$ cat src/rtl/pipe_skid_stage.sv
// pipe_skid_stage: two-entry valid/ready skid buffer between pipeline stages.
// in_ready is decoded from state alone, so downstream stalls never reach the
// upstream stage combinationally. Flush discards every held beat in one edge.
// All state updates on the falling edge of clk; reset is asynchronous, active-low.
// Optional feature: define PIPE_STALL_CNT_EN to add the saturating stall_count port.
module pipe_skid_stage #(
  parameter int unsigned N = 128
) (
  input  logic         clk,
  input  logic         reset,
  input  logic         Flush,
  input  logic         in_valid,
  output logic         in_ready,
  input  logic [N-1:0] DataInput,
  output logic         out_valid,
  input  logic         out_ready,
  output logic [N-1:0] DataOutput
`ifdef PIPE_STALL_CNT_EN
  ,
  output logic [15:0]  stall_count
`endif
);

  typedef enum logic [1:0] {
    EMPTY = 2'd0,
    ONE   = 2'd1,
    FULL  = 2'd2
  } state_t;

  state_t       state;
  state_t       state_next;
  logic [N-1:0] main_q;
  logic [N-1:0] skid_q;
  logic         push;
  logic         pop;
  logic         load_main_in;
  logic         load_main_skid;
  logic         load_skid;

  assign out_valid  = (state != EMPTY);
  assign in_ready   = (state != FULL);
  assign push       = in_valid & in_ready;
  assign pop        = out_valid & out_ready;
  assign DataOutput = main_q;

  // State register; flush and reset both return to EMPTY.
  always_ff @(negedge clk or negedge reset) begin
    if (!reset) begin
      state <= EMPTY;
    end else begin
      state <= state_next;
    end
  end

  // Next-state and register-load decode; Flush overrides every other event.
  always_comb begin
    state_next     = state;
    load_main_in   = 1'b0;
    load_main_skid = 1'b0;
    load_skid      = 1'b0;
    case (state)
      EMPTY: begin
        if (push) begin
          load_main_in = 1'b1;
          state_next   = ONE;
        end
      end
      ONE: begin
        if (push && pop) begin
          load_main_in = 1'b1;
        end else if (push) begin
          load_skid  = 1'b1;
          state_next = FULL;
        end else if (pop) begin
          state_next = EMPTY;
        end
      end
      FULL: begin
        if (pop) begin
          load_main_skid = 1'b1;
          state_next     = ONE;
        end
      end
      default: begin
        state_next = EMPTY;
      end
    endcase
    if (Flush) begin
      state_next     = EMPTY;
      load_main_in   = 1'b0;
      load_main_skid = 1'b0;
      load_skid      = 1'b0;
    end
  end

  // Payload registers; not cleared on pop so DataOutput holds its last value.
  always_ff @(negedge clk or negedge reset) begin
    if (!reset) begin
      main_q <= '0;
      skid_q <= '0;
    end else if (Flush) begin
      main_q <= '0;
      skid_q <= '0;
    end else begin
      if (load_main_in) begin
        main_q <= DataInput;
      end else if (load_main_skid) begin
        main_q <= skid_q;
      end
      if (load_skid) begin
        skid_q <= DataInput;
      end
    end
  end

`ifdef PIPE_STALL_CNT_EN
  // Saturating count of edges where a valid beat was refused downstream.
  always_ff @(negedge clk or negedge reset) begin
    if (!reset) begin
      stall_count <= '0;
    end else if (Flush) begin
      stall_count <= '0;
    end else if (out_valid && !out_ready && (stall_count != '1)) begin
      stall_count <= stall_count + 16'd1;
    end
  end
`endif

endmodule

$ cat config.mk
export PLATFORM = sky130hd
export DESIGN_NAME = pipe_skid_stage
export DESIGN_NICKNAME = d
export VERILOG_FILES = /design/src/rtl/pipe_skid_stage.sv
export SDC_FILE = /design/constraint.sdc
export NUM_CORES = 1
export LEC_CHECK = 0
export BUFFER_PORTS_ARGS = -buffer_cell sky130_fd_sc_hd__buf_2
export CAP_MARGIN = 15
export CORE_ASPECT_RATIO = 1.25
export CORE_MARGIN = 1.5
export CORE_UTILIZATION = 50
export DETAILED_ROUTE_END_ITERATION = 10
export GPL_TIMING_DRIVEN = 0
export HOLD_SLACK_MARGIN = 0.12
export PLACE_DENSITY = 0.77
export SLEW_MARGIN = 25
export SYNTH_ARGS = -nofsm -noshare
export SYNTH_HDL_FRONTEND = slang
export SYNTH_SLANG_ARGS = --single-unit
$ cat constraint.sdc
create_clock -name clk -period 1.7 [get_ports clk]
set_input_delay 0.51 -clock clk [delete_from_list [all_inputs] [get_ports clk]]
set_output_delay 0.51 -clock clk [all_outputs]
set_load 0.005 [all_outputs]
==> impl_metrics.yaml <==
outcome:
  status: "complete, but fails checks"
  violations: "setup timing"
floorplanning:
  coreArea_um2: 25100
  die_area_um2: 26400
  fp-row-count: 65
  floorplan.initialDensity: 0.506
  die_x_um: 146
  fp.dieH_um: 181
  io_pins: 263
clock_network:
  h-tree-depth: 1
  cts_hold_buf: 0
  cts.sinks: 258
  tritoncts: "yes"
  cts-root-buf: "clkbuf_16"
  numCtsBuffers: 28
  ctsLongestPathBuffers: 3
  clk_latency_ns: 0.54
  cts.reportedPaths.clkPinSlew_ns: 0.05
worst_setup_path:
  critPathCaptureType: "primary output"
  critPathKind: "flop to primary output"
  crit_slowest_cell: "dfrtn_1"
  crit_fanout: 3
  worstPathCellList: "nor2b_4, inv_2, buf_2"
  critPathArrivalTime_ns: 2.19
  critPathLaunchType: "flop"
  cp.required_ns: 1.19
  r2r_setup_slack_ns: -0.39
  max_stage_delay_ns: 0.47
global_route:
  grt_pass1_vias: 11300
  grt_max_degree: 81
  grt_pass1_wl_um: 61900
  grt_util_all_layers: 0.293
  overflow: 0
  antenna_found_initial: 5
final_layout:
  drive_gt1_frac: 0.475
  mostFrequentLayoutCells: "dfrtn_1, buf_2, inv_1, o22a_1, a22o_1"
  final_common_cell: "dfrtn_1"
  layoutNonFillerInstCount: 1843
  syn_to_final_growth_pct: 41.5
  num-nets-final: 1620
yosys:
  synth_area_um2: 12700
  seq_area_frac_synth: 0.507
  synth_top_area_share: 0.507
  ys_top_cells_by_area: "dfrtn_1, nor3b_2, a221oi_1"
  netlist_instances: 1044
  synth-seq-cells: 258
  syn_nets: 1177
  yosys_warnings: 0
  yosys.area.top_type: "dfrtn_1"
  syn_avg_cell_area_um2: 12.2
  synth_cell_types: 23
timing:
  tightest_slew_ns: 0.479
  finalSetupViolations: 388
  slew_viol_final: 0
  rsz0062_at_grt: "true"
  maxSlewHeadroom: 0.681
  fin_ws_ns: -1.00
  fin_skew_ns: 0.0134
  hold_viol_final: 0
  setup_tns_ns: -203.94
pwr:
  p_clk_frac: 0.379
  combPwrFrac: 0.195
  p_seq_frac: 0.426
  p_leak_nw: 8.51
  ir_worst_vdd_v: 0.000747
  power_density_nw_per_um2: 893
  p_switching_w: 0.00423
  intPower_w: 0.0119
  switching_share: 0.263
drt:
  num_vias: 11200
  post-route-drc-count: 0
  viasPerCell: 6.06
  drtIter0Drc: 690
  routedWlPerCell_um: 22.2
  routed_wl_um: 41000
  dr.pass1.iters: 5
  antenna_left: 0
hold_path:
  hold_class: "flop to flop"
placed_design:
  place_hpwl_um: 23900
  pre_cts_ws_ns: -1.51
  numPortBuffers: 261
  place.gp.congestion: 0.818
  dp.cells: 1643
flow_run:
  drv_cap: 0
## sequential cells by signal, indices dropped and copies added, names as in the netlist
signal      count
skid_q        128
DataOutput    128
state           2
## area by class of cell
cell class / count / area [µm²]
inverter: 129 / 484
sequential: 258 / 6460
fill: 1678 / 7120
buffer: 127 / 1250
multi-input combinational: 529 / 5140
timing repair buffer: 414 / 3350
tap: 335 / 419
antenna: 1 / 2.50
clock inverter: 5 / 53.8
clock buffer: 45 / 856
## metrics by stage
step / utilization / cell area, µm² / total power, W / hold slack (ns)
final: 0.717 / 18000 / 0.0161 / 0.453
after global routing: 0.717 / 18000 / 0.0166 / 0.459
after CTS: 0.691 / 17400 / 0.0158 / 0.456
after detailed placement: 0.582 / 14600 / 0.00917 / 0.451
after global placement: 0.579 / 14500 / 0.00910 / 0.447
after floorplan: - / 12800 / 0.00812 / 0.434
## layer usage
metal  global-route usage  vias to the layer above  share of wire
met5                    0                        -         0.0010
met4                0.111                        6          0.039
li1                     -                     4873              -
met2                0.496                      516           0.50
met3               0.0550                      129          0.072
met1                0.375                     5640           0.39
## power groups by stage
stage                     Clock [W]  Combinational (W)  Sequential (W)
after global placement            0            0.00217         0.00693
after global routing        0.00639            0.00336         0.00687
after floorplan                   0            0.00119         0.00693
after CTS                   0.00614            0.00288         0.00683
after detailed placement          0            0.00224         0.00694
final                       0.00609            0.00314         0.00685
## worst max-delay path, delay by kind of cell, from the launching register on
kind,cells,cell delay (ns)
and+or+nand+nor,1,0.19
DFF,1,0.47
buffers and inverters,2,0.15
## kinds of logic after synthesis
kind of cell    count (synthesis)  share of synthesized area
compound gates                390                      0.267
simple gates                  139                      0.128
flops                         258                      0.507
buf+inv                       257                     0.0971
## worst paths after layout
kind / startpoint / end / cells after the start
max: state[1] / in_ready / 3
min: skid_q[100] / skid_q[100] / 1
max reg2reg: state[0] / DataOutput[124] / 8
min reg2reg: skid_q[100] / skid_q[100] / 1
max in group asynchronous: reset / DataOutput[117] / 3
min in group asynchronous: reset / DataOutput[53] / 1
## timing repair
item,in CTS,in global routing
resized for setup,148,113
endpoints found under the setup margin,448,448
setup buffers,74,51
pin swaps,9,43
cloned,27,10
## synth_stat cells
library cell  instances
buf_2                37
nor3_1                1
nor2b_1               4
inv_1               129
nor2_1                1
buf_1                 3
buf_6                23
a221oi_1            128
a21oi_1               3
nor3b_1               9
o21ai_0               1
and3b_1               1
o22a_1              128
o21bai_1              1
nor3b_2             120
or3b_4                1
a22o_1              128
a211o_1               1
buf_4                14
clkbuf_1             51
or2_2                 1
dfrtn_1             258
nand2b_1              1
Note: power is estimated with default switching activity, not from simulation.
